### config.mk
export PLATFORM = sky130hd
export DESIGN_NAME = ir_command_receiver_flat
export DESIGN_NICKNAME = d
export VERILOG_FILES = /design/src/rtl/ir_command_receiver_pkg.sv /design/src/rtl/ir_command_receiver_if.sv /design/src/rtl/ir_command_receiver_sync.sv /design/src/rtl/ir_command_receiver.sv /design/src/flat_wrapper.sv
export SDC_FILE = /design/constraint.sdc
export NUM_CORES = 1
export LEC_CHECK = 0
export CORE_UTILIZATION = 60
export CTS_CLUSTER_SIZE = 8
export DETAILED_ROUTE_END_ITERATION = 16
export GPL_TIMING_DRIVEN = 1
export PLACE_DENSITY_LB_ADDON = 0.3
export SETUP_SLACK_MARGIN = 0.1
export SLEW_MARGIN = 40
export SYNTH_ARGS = -nofsm -noshare
export SYNTH_HDL_FRONTEND = slang
export SYNTH_HIERARCHICAL = 1
export SYNTH_SLANG_ARGS = --single-unit
### constraint.sdc
create_clock -name clock_i -period 3.6 [get_ports clock_i]
set_input_delay 0.9 -clock clock_i [delete_from_list [all_inputs] [get_ports clock_i]]
set_output_delay 0.9 -clock clock_i [all_outputs]
set_load 0.03 [all_outputs]
### src/rtl/ir_command_receiver_pkg.sv
// Shared definitions for the IR command link: FSM states, SIRC timing constants and
// command field layout. The transmitter side uses the same constants.
package ir_command_receiver_pkg;

  localparam bit IR_ACTIVE_LOW = 1'b1;

  // Timing in 25 MHz clock cycles.
  localparam int START_MIN     = 50000;
  localparam int START_MAX     = 70000;
  localparam int BIT_MIN       = 10000;
  localparam int BIT_THRESHOLD = 22500;
  localparam int BIT_MAX       = 37500;
  localparam int GAP_TIMEOUT   = 25000;

  localparam int CNT_W      = 20;
  localparam int CMD_W      = 12;
  localparam int FRAME_BITS = 12;
  localparam int ANGLE_MSB  = 11;
  localparam int ANGLE_LSB  = 7;
  localparam int DIST_MSB   = 6;

  typedef logic [CNT_W:0] width_t;

  typedef enum logic [2:0] {
    ST_IDLE  = 3'd0,
    ST_START = 3'd1,
    ST_SPACE = 3'd2,
    ST_BIT   = 3'd3,
    ST_DONE  = 3'd4,
    ST_ERROR = 3'd5
  } state_e;

endpackage

### src/rtl/ir_command_receiver_if.sv
// Command handshake between the IR receiver (master) and the motor signal stream (slave).
interface ir_command_receiver_if;
  import ir_command_receiver_pkg::*;

  logic             move_done;
  logic [CMD_W-1:0] command;
  logic             command_ready;
  logic             busy;

  modport master (input move_done, output command, command_ready, busy);
  modport slave  (output move_done, input command, command_ready, busy);

endinterface

### src/rtl/ir_command_receiver_sync.sv
// Brings the asynchronous IR detector output into the clock domain, converts it to
// "mark" polarity and produces single-cycle rise/fall pulses on the mark signal.
module ir_command_receiver_sync #(
  parameter bit ACTIVE_LOW = 1'b1
) (
  input  logic clock_i,
  input  logic reset_i,
  input  logic ir_i,
  output logic mark_o,
  output logic rise_o,
  output logic fall_o
);

  logic sync1_q, sync2_q, markPrev_q;

  // Flops reset to the idle (no carrier) level so leaving reset never looks like an edge.
  always_ff @(posedge clock_i) begin
    if (reset_i) begin
      sync1_q    <= ACTIVE_LOW;
      sync2_q    <= ACTIVE_LOW;
      markPrev_q <= 1'b0;
    end else begin
      sync1_q    <= ir_i;
      sync2_q    <= sync1_q;
      markPrev_q <= mark_o;
    end
  end

  assign mark_o = sync2_q ^ ACTIVE_LOW;
  assign rise_o = mark_o & ~markPrev_q;
  assign fall_o = ~mark_o & markPrev_q;

endmodule

### src/rtl/ir_command_receiver.sv
// IR command receiver: decodes 12-bit SIRC-style frames (LSB first) into move commands
// and holds off new commands until the motor stage reports move_done.
module ir_command_receiver
  import ir_command_receiver_pkg::*;
#(
  parameter bit IR_ACTIVE_LOW_CFG = IR_ACTIVE_LOW,
  parameter int START_MIN_CYC     = START_MIN,
  parameter int START_MAX_CYC     = START_MAX,
  parameter int BIT_MIN_CYC       = BIT_MIN,
  parameter int BIT_THRESHOLD_CYC = BIT_THRESHOLD,
  parameter int BIT_MAX_CYC       = BIT_MAX,
  parameter int GAP_TIMEOUT_CYC   = GAP_TIMEOUT
) (
  input  logic                  clock_i,
  input  logic                  reset_i,
  input  logic                  ir_in_i,
  ir_command_receiver_if.master cmd_if,
  output logic                  frame_error_o,
  output logic [2:0]            state_o
);

  localparam width_t START_MIN_W = width_t'(START_MIN_CYC);
  localparam width_t START_MAX_W = width_t'(START_MAX_CYC);
  localparam width_t BIT_MIN_W   = width_t'(BIT_MIN_CYC);
  localparam width_t BIT_THR_W   = width_t'(BIT_THRESHOLD_CYC);
  localparam width_t BIT_MAX_W   = width_t'(BIT_MAX_CYC);
  localparam width_t GAP_W       = width_t'(GAP_TIMEOUT_CYC);

  logic             mark, markRise, markFall;
  state_e           state_q, state_d;
  logic [CNT_W-1:0] widthCnt_q;
  width_t           width;
  logic [CMD_W-1:0] shift_q, shift_d, command_q, command_d;
  logic [3:0]       bitCnt_q, bitCnt_d;
  logic             ready_q, ready_d, busy_q, busy_d, frameError_q, frameError_d;

  ir_command_receiver_sync #(.ACTIVE_LOW(IR_ACTIVE_LOW_CFG)) u_sync (
    .clock_i(clock_i),
    .reset_i(reset_i),
    .ir_i   (ir_in_i),
    .mark_o (mark),
    .rise_o (markRise),
    .fall_o (markFall)
  );

  // On an edge cycle, width is exactly the length of the level that just ended.
  assign width = width_t'(widthCnt_q) + width_t'(1);

  always_ff @(posedge clock_i) begin
    if (reset_i) begin
      widthCnt_q <= '0;
    end else if (markRise || markFall) begin
      widthCnt_q <= '0;
    end else if (widthCnt_q != '1) begin
      widthCnt_q <= widthCnt_q + CNT_W'(1);
    end
  end

  always_ff @(posedge clock_i) begin
    if (reset_i) begin
      state_q      <= ST_IDLE;
      shift_q      <= '0;
      bitCnt_q     <= '0;
      command_q    <= '0;
      ready_q      <= 1'b0;
      busy_q       <= 1'b0;
      frameError_q <= 1'b0;
    end else begin
      state_q      <= state_d;
      shift_q      <= shift_d;
      bitCnt_q     <= bitCnt_d;
      command_q    <= command_d;
      ready_q      <= ready_d;
      busy_q       <= busy_d;
      frameError_q <= frameError_d;
    end
  end

  always_comb begin
    state_d   = state_q;
    shift_d   = shift_q;
    bitCnt_d  = bitCnt_q;
    command_d = command_q;
    ready_d   = 1'b0;
    busy_d    = busy_q;
    if (cmd_if.move_done) busy_d = 1'b0;

    unique case (state_q)
      ST_IDLE: begin
        if (markRise) state_d = ST_START;
      end
      ST_START: begin
        if (markFall) begin
          if (width >= START_MIN_W && width <= START_MAX_W) begin
            state_d  = ST_SPACE;
            bitCnt_d = '0;
          end else begin
            state_d = ST_ERROR;
          end
        end else if (mark && width > START_MAX_W) begin
          state_d = ST_ERROR;
        end
      end
      ST_SPACE: begin
        if (markRise) state_d = ST_BIT;
        else if (width >= GAP_W) state_d = ST_ERROR;
      end
      ST_BIT: begin
        if (markFall) begin
          if (width < BIT_MIN_W || width > BIT_MAX_W) begin
            state_d = ST_ERROR;
          end else begin
            shift_d[bitCnt_q] = (width >= BIT_THR_W);
            bitCnt_d          = bitCnt_q + 4'd1;
            state_d           = (bitCnt_q == 4'(FRAME_BITS - 1)) ? ST_DONE : ST_SPACE;
          end
        end else if (mark && width > BIT_MAX_W) begin
          state_d = ST_ERROR;
        end
      end
      ST_DONE: begin
        // A move_done arriving in this very cycle frees the slot for the new command.
        if (!busy_q || cmd_if.move_done) begin
          command_d = {shift_q[ANGLE_MSB:ANGLE_LSB], shift_q[DIST_MSB:0]};
          ready_d   = 1'b1;
          busy_d    = 1'b1;
        end
        state_d = markRise ? ST_START : ST_IDLE;
      end
      ST_ERROR: begin
        if (!mark && !markFall && width >= GAP_W) state_d = ST_IDLE;
      end
      default: state_d = ST_IDLE;
    endcase

    frameError_d = (state_d == ST_ERROR) && (state_q != ST_ERROR);
  end

  assign cmd_if.command       = command_q;
  assign cmd_if.command_ready = ready_q;
  assign cmd_if.busy          = busy_q;
  assign frame_error_o        = frameError_q;
  assign state_o              = state_q;

endmodule

### src/flat_wrapper.sv
// flat-port wrapper written by rule: the top's interface ports become plain ports
module ir_command_receiver_flat import ir_command_receiver_pkg::*;
#(
  parameter bit IR_ACTIVE_LOW_CFG = IR_ACTIVE_LOW,
  parameter int START_MIN_CYC     = START_MIN,
  parameter int START_MAX_CYC     = START_MAX,
  parameter int BIT_MIN_CYC       = BIT_MIN,
  parameter int BIT_THRESHOLD_CYC = BIT_THRESHOLD,
  parameter int BIT_MAX_CYC       = BIT_MAX,
  parameter int GAP_TIMEOUT_CYC   = GAP_TIMEOUT
)
  (clock_i, reset_i, ir_in_i, frame_error_o, state_o, cmd_if_move_done, cmd_if_command, cmd_if_command_ready, cmd_if_busy);
  ir_command_receiver_if cmd_if_i ();
  input  logic clock_i;
  input  logic reset_i;
  input  logic ir_in_i;
  output logic frame_error_o;
  output logic [2:0] state_o;
  input wire logic [$bits(cmd_if_i.move_done)-1:0] cmd_if_move_done;
  output wire logic [$bits(cmd_if_i.command)-1:0] cmd_if_command;
  output wire logic [$bits(cmd_if_i.command_ready)-1:0] cmd_if_command_ready;
  output wire logic [$bits(cmd_if_i.busy)-1:0] cmd_if_busy;
  assign cmd_if_i.move_done = cmd_if_move_done;
  assign cmd_if_command = cmd_if_i.command;
  assign cmd_if_command_ready = cmd_if_i.command_ready;
  assign cmd_if_busy = cmd_if_i.busy;
  ir_command_receiver #(.IR_ACTIVE_LOW_CFG(IR_ACTIVE_LOW_CFG), .START_MIN_CYC(START_MIN_CYC), .START_MAX_CYC(START_MAX_CYC), .BIT_MIN_CYC(BIT_MIN_CYC), .BIT_THRESHOLD_CYC(BIT_THRESHOLD_CYC), .BIT_MAX_CYC(BIT_MAX_CYC), .GAP_TIMEOUT_CYC(GAP_TIMEOUT_CYC)) u_core (.clock_i(clock_i), .reset_i(reset_i), .ir_in_i(ir_in_i), .cmd_if(cmd_if_i), .frame_error_o(frame_error_o), .state_o(state_o));
endmodule
After elaboration in Yosys (flattened, before gate mapping)

Index checks and enable logic that the tools add are counted.

Bits in registers: 57
Input port bits: 4
Output and inout bits: 18
Logic and storage cells: 86

Add/sub/neg operators: 3
Magnitude comparators: 9
Equality and inequality tests: 13
Muxes and demuxes: 25
Bitwise gates (word level): 6
Reduce and logical (&&, ||, !) cells: 19

Operators by type and width:

| operator              | number |
|---|---|
| $ge 21x15->1 const B  | 2 |
| $mux 3                | 11 |
| $add 20x1->21 const B | 1 |
| $ge 21x16->1 const B  | 1 |
| $gt 21x16->1 const B  | 1 |
| $gt 21x17->1 const B  | 1 |
| $le 21x17->1 const B  | 1 |
| $lt 21x14->1 const B  | 1 |
| $add 20x1->20 const B | 1 |
| $ne 20x20->1 const B  | 1 |
| $pmux 3 s6            | 1 |
| $mux 4                | 4 |
| $bwmux 12             | 1 |
| $eq 3x3->1 const B    | 3 |
| $pmux 4 s2            | 1 |
| $logic_and 1x1->1     | 7 |
| $eq 3x2->1 const B    | 2 |
| $mux 1                | 6 |
| $ne 2x1->1 const B    | 3 |
| $lt 4x5->1 const B    | 1 |
| $reduce_and 5->1      | 1 |
| $add 4x1->4 const B   | 1 |
| $demux 1 s4           | 1 |
| $eq 4x4->1 const B    | 1 |
| 13 further kinds      | 21 |

Logic depth before layout (Yosys ltp)

Word-level depth: 8
Gate-level depth with buffers: 13
Mapped depth without buffers: 10

Hierarchy

The synthesis kept the hierarchy.

By module, submodules not included:

| module                   | times used | cells each | area each (µm²) | sequential area each (µm²) |
|---|---|---|---|---|
| ir_command_receiver      | 1          | 463        | 3584.7          | 1081.0 |
| ir_command_receiver_sync | 1          | 9          | 90.1            | 60.1 |

Worst setup path before layout

OpenSTA, ideal clock, no wires.

Path type: reg2reg
From: register u_core.widthCnt_q[3]
To: register u_core.shift_q[11]
Setup time: 0.116 ns
Arrival time: 3.039 ns
Required time: 3.484 ns
Path slack: 0.445 ns
Cell stages (with the launch flop): 12
Path buffers: 2
Clock period less this slack: 3.155 ns
Path through: dfxtp_1 > buf_2 > nand4_4 > or4_1 > xor2_1 > o221ai_2 > or4b_4 > a31oi_4 > and3_1 > buf_4 > a211oi_1 > a41o_1

Cells in the longest elaborated chain, start to end: 5
Elaborated cells between the ends (all ways): 8
Classes of those cells: add/sub (1); order compare (3); mux (1); bitwise (1); reduce/logical (2)

RTL lines:

| what                                                | RTL line                   | text |
|---|---|---|
| start, declared                                     | ir_command_receiver.sv:31  | `logic [CNT_W-1:0] widthCnt_q;` |
| start signal, assigned                              | ir_command_receiver.sv:55  | `widthCnt_q <= widthCnt_q + CNT_W'(1);` |
| $add 20x1->21 (*)                                   | ir_command_receiver.sv:47  | `assign width = width_t'(widthCnt_q) + width_t'(1);` |
| $lt 21x14->1 / $gt 21x16->1 (equally long branches) | ir_command_receiver.sv:110 | `if (width < BIT_MIN_W \|\| width > BIT_MAX_W) begin` |
| $logic_or 1x1->1                                    | ir_command_receiver.sv:110 |  |
| $not 1->1 (no source line)                          | --                         |  |
| $reduce_and 3->1 (no source line)                   | --                         |  |
| end signal, assigned                                | ir_command_receiver.sv:70  | `shift_q <= shift_d;` |
| end, declared                                       | ir_command_receiver.sv:33  | `logic [CMD_W-1:0] shift_q, shift_d, command_q, command_d;` |

Every way passes the cells marked *; elsewhere a longest branch is shown, timed or not.
A chain may end at the register's enable or synchronous reset.

Worst setup path after layout

From: register u_core.widthCnt_q[1]
To: register u_core.shift_q[11]

Same word-level chain as after synthesis.

==> impl_metrics.tcl <==
set metrics [dict create \
    hold_viol 0 \
    worst-r2r-cell-count 10 \
    clk-insertion-delay-late_ns 0.33 \
    grt_pass1_vias 3182 \
    drt_drc_violations_left 0 \
    synthDominantAreaCellType "dfxtp_1" \
    max-clock-path-buffers 2 \
    synth_top_cells_by_count "dfxtp_1 (57), nor2_1 (47), a21oi_1 (43)" \
    die_width_um 80.3 \
    dieArea_um2 6440 \
    flip_flop_cell_with_the_highest_count_after_synthesis "dfxtp_1" \
    cp-end-kind "flip-flop" \
    crit_type "reg -> reg" \
    tritoncts "done" \
    netlist_instances 472 \
    timing.hold.worst.start "u_core/u_sync/sync1_q" \
    numClockSinks 57 \
    tightestPinTransition_ns 0.835 \
    h_tree_level_count 3 \
    drt_first_iter_violations 478 \
    fin_tns_setup_ns 0 \
    gp_congestion 0.985 \
    floorplan.io_pins 22 \
    ys_types 71 \
    number_of_antenna_violations_at_the_first_check_in_global_routing 0 \
    cell_with_the_most_instances_after_synthesis "dfxtp_1" \
    reg2reg_slack_ns 0.26 \
    critPathLaunch "u_core/widthCnt_q[1]" \
    post-place-ws_ns 0.201 \
    clock.fmax_mhz 299 \
    worst_ep_arrival_time_ns 3.56 \
    final.period_utilization 0.928 \
    hold_ws_ns 0.411 \
    cp.required_ns 3.82 \
    cts_resized 0 \
    global_route_wire_length_before_repair_mm 15.6 \
    global_route.overflow_total 0 \
    yosysTopAreaCellShare 0.311 \
    post_route_cells_drive_above_1_share 0.137 \
    area_delta_synth_final_pct 15.6 \
    cts_made_buffers 9 \
    antennaDiodeCount 0 \
    layout_min_cycle_time_ns 3.34 \
    synth_async_sr_flop_share 0 \
    synth-seq-area-share 0.311 \
    cts_setup_buffers 0 \
    ys_ff_latch 57 \
    detailedPlacementHpwl_mm 7.07 \
    rr_endpoint "u_core/shift_q[11]" \
    rsz_0062_raised_after_global_routing "false" \
    finalClockSkew_ns 0.00694 \
    synth_warnings 6 \
    placementRows 28 \
    start_util 0.621 \
    design.final.nets 502 \
    cell_at_the_root_of_the_clock_tree "clkbuf_8" \
    critPathMaxFanout 9 \
    path_clk_slew_ns 0.07 \
    number_of_input_and_output_port_buffers_inserted 21 \
    core_area_um2 5920 \
    finalWirelength_mm 9.74 \
    holdCritPathClass "reg -> reg" \
    ir_drop_uv 361 \
    netlist_area_um2 3670 \
    synth-edff-count 0 \
    status "finished, final reports clean" \
    crit_path_end "u_core/shift_q[11]" \
    groute.usage.overall 0.314 \
    grt_max_degree 30 \
    average_wire_per_standard_cell_um 17.0 \
    setup_slack_ns 0.258 \
    drt_first_pass_iters 5 \
    dr_total_vias 3685 \
    synth_area_leaders "dfxtp_1 (31%), a21oi_1 (5.9%), nor2_1 (4.8%), nand2_1 (3.9%), mux2i_1 (3.3%)" \
    route.antenna.remaining_nets 0 \
    detail_route.vias_per_cell 6.44 \
    reg2reg_from "u_core/widthCnt_q[1]" \
    p_leak_nw 1.63 \
    synth_fp_nets 482 \
    final_setup_vio_count 0 \
    worst_slew_margin_rel 0.442 \
    power_density_over_the_cells_nw_per_um2 331 \
    max-cap-violations 0 \
    finalMaxSlewViolations 0 \
    ctsHoldBuffers 0 \
    floorplan.die.height_um 80.3 \
    launching_element_type_of_the_critical_path "flip-flop" \
    synth_area_per_cell_um2 7.79 \
]
## registers in the layout, summed over array words and instances, names as in the netlist, 3 cells and up
name / cells
u_core/state_o: 3
u_core/shift_q: 12
u_core/widthCnt_q: 20
u_core/bitCnt_q: 4
u_core/cmd_if.command: 12
## per-stage QoR
stage | cell area (µm²) | power [W] | std cells | utilization
2_1_floorplan | 3670 | 0.000692 | 472 | -
4_1_cts | 4240 | 0.00142 | 572 | 0.716
3_3_place_gp | 4000 | 0.000709 | 556 | 0.675
5_1_grt | 4250 | 0.00145 | 572 | 0.717
6_report | 4250 | 0.00141 | 572 | 0.717
3_5_place_dp | 4000 | 0.000710 | 556 | 0.675
## power breakdown
group          leakage [nW]  internal (W)  total (W)  switching (W)
clock                 0.123      0.000447   0.000709       0.000263
combinational          1.05     0.0000203  0.0000542      0.0000339
sequential            0.460      0.000636   0.000644     0.00000827
total                  1.63       0.00110    0.00141       0.000305
## critical path, cell delays in order (launching register included)
cell	delay, ns
dfxtp_1	0.46
buf_4	0.21
nand4_4	0.11
or4_1	0.56
xor2_1	0.26
o221ai_2	0.15
or4b_4	0.60
a31oi_4	0.25
and3_2	0.32
a211oi_1	0.09
a41o_1	0.21
## how the worst min path moves through the flow
stage | slack, ns | depth (start not counted) | end
3_3_place_gp | 0.39 | 1 | u_core/u_sync/sync2_q
3_5_place_dp | 0.40 | 1 | u_core/u_sync/sync2_q
4_1_cts | 0.42 | 1 | u_core/u_sync/sync2_q
5_1_grt | 0.45 | 1 | u_core/u_sync/sync2_q
2_1_floorplan | 0.39 | 1 | u_core/u_sync/sync2_q
6_report | 0.41 | 1 | u_core/u_sync/sync2_q
## layout by cell type, fill, tap and decap left out, types with 5 or more instances in the layout
cell	count
dfxtp_1	56
nor2_1	47
a21oi_1	43
nand2_1	38
buf_4	24
nor3_1	23
clkdlybuf4s50_1	21
inv_1	19
clkbuf_8	12
xnor2_1	12
nand3_1	12
o21ai_0	12
mux2i_1	12
and3_1	10
a31oi_1	10
a31o_1	9
nand4_1	8
nor4_1	8
or2_2	7
a211oi_1	7
nor2b_1	7
nand2b_1	6
ha_1	6
o22ai_1	5
## logic make-up after synthesis
| logic type | synth area share |
|---|---|
| DFF | 0.311 |
| and+or+nand+nor | 0.294 |
| adders and majority gates | 0.0204 |
| AOI/OAI and AO/OA | 0.245 |
| buffers and inverters | 0.0630 |
| xor gates and xnor gates | 0.0310 |
| muxes | 0.0358 |
## per-layer routing
| layer | up-vias | track usage | wire length [µm] |
|---|---|---|---|
| li1 | 1779 | - | - |
| met1 | 1705 | 0.441 | 4470 |
| met2 | 180 | 0.472 | 4290 |
| met3 | 21 | 0.0591 | 798 |
| met4 | 0 | 0.116 | 180 |
| met5 | - | 0 | 0 |
## layout make-up
type / instances / area (µm²)
clock buffers: 12 / 165
clock inverters: 4 / 73.8
fillers: 452 / 1670
inverters: 19 / 71.3
multi-input cells: 360 / 2310
flip-flops and latches: 57 / 1140
well taps: 75 / 93.8
repair buffers: 45 / 390
(Power assumes the default switching activity.)
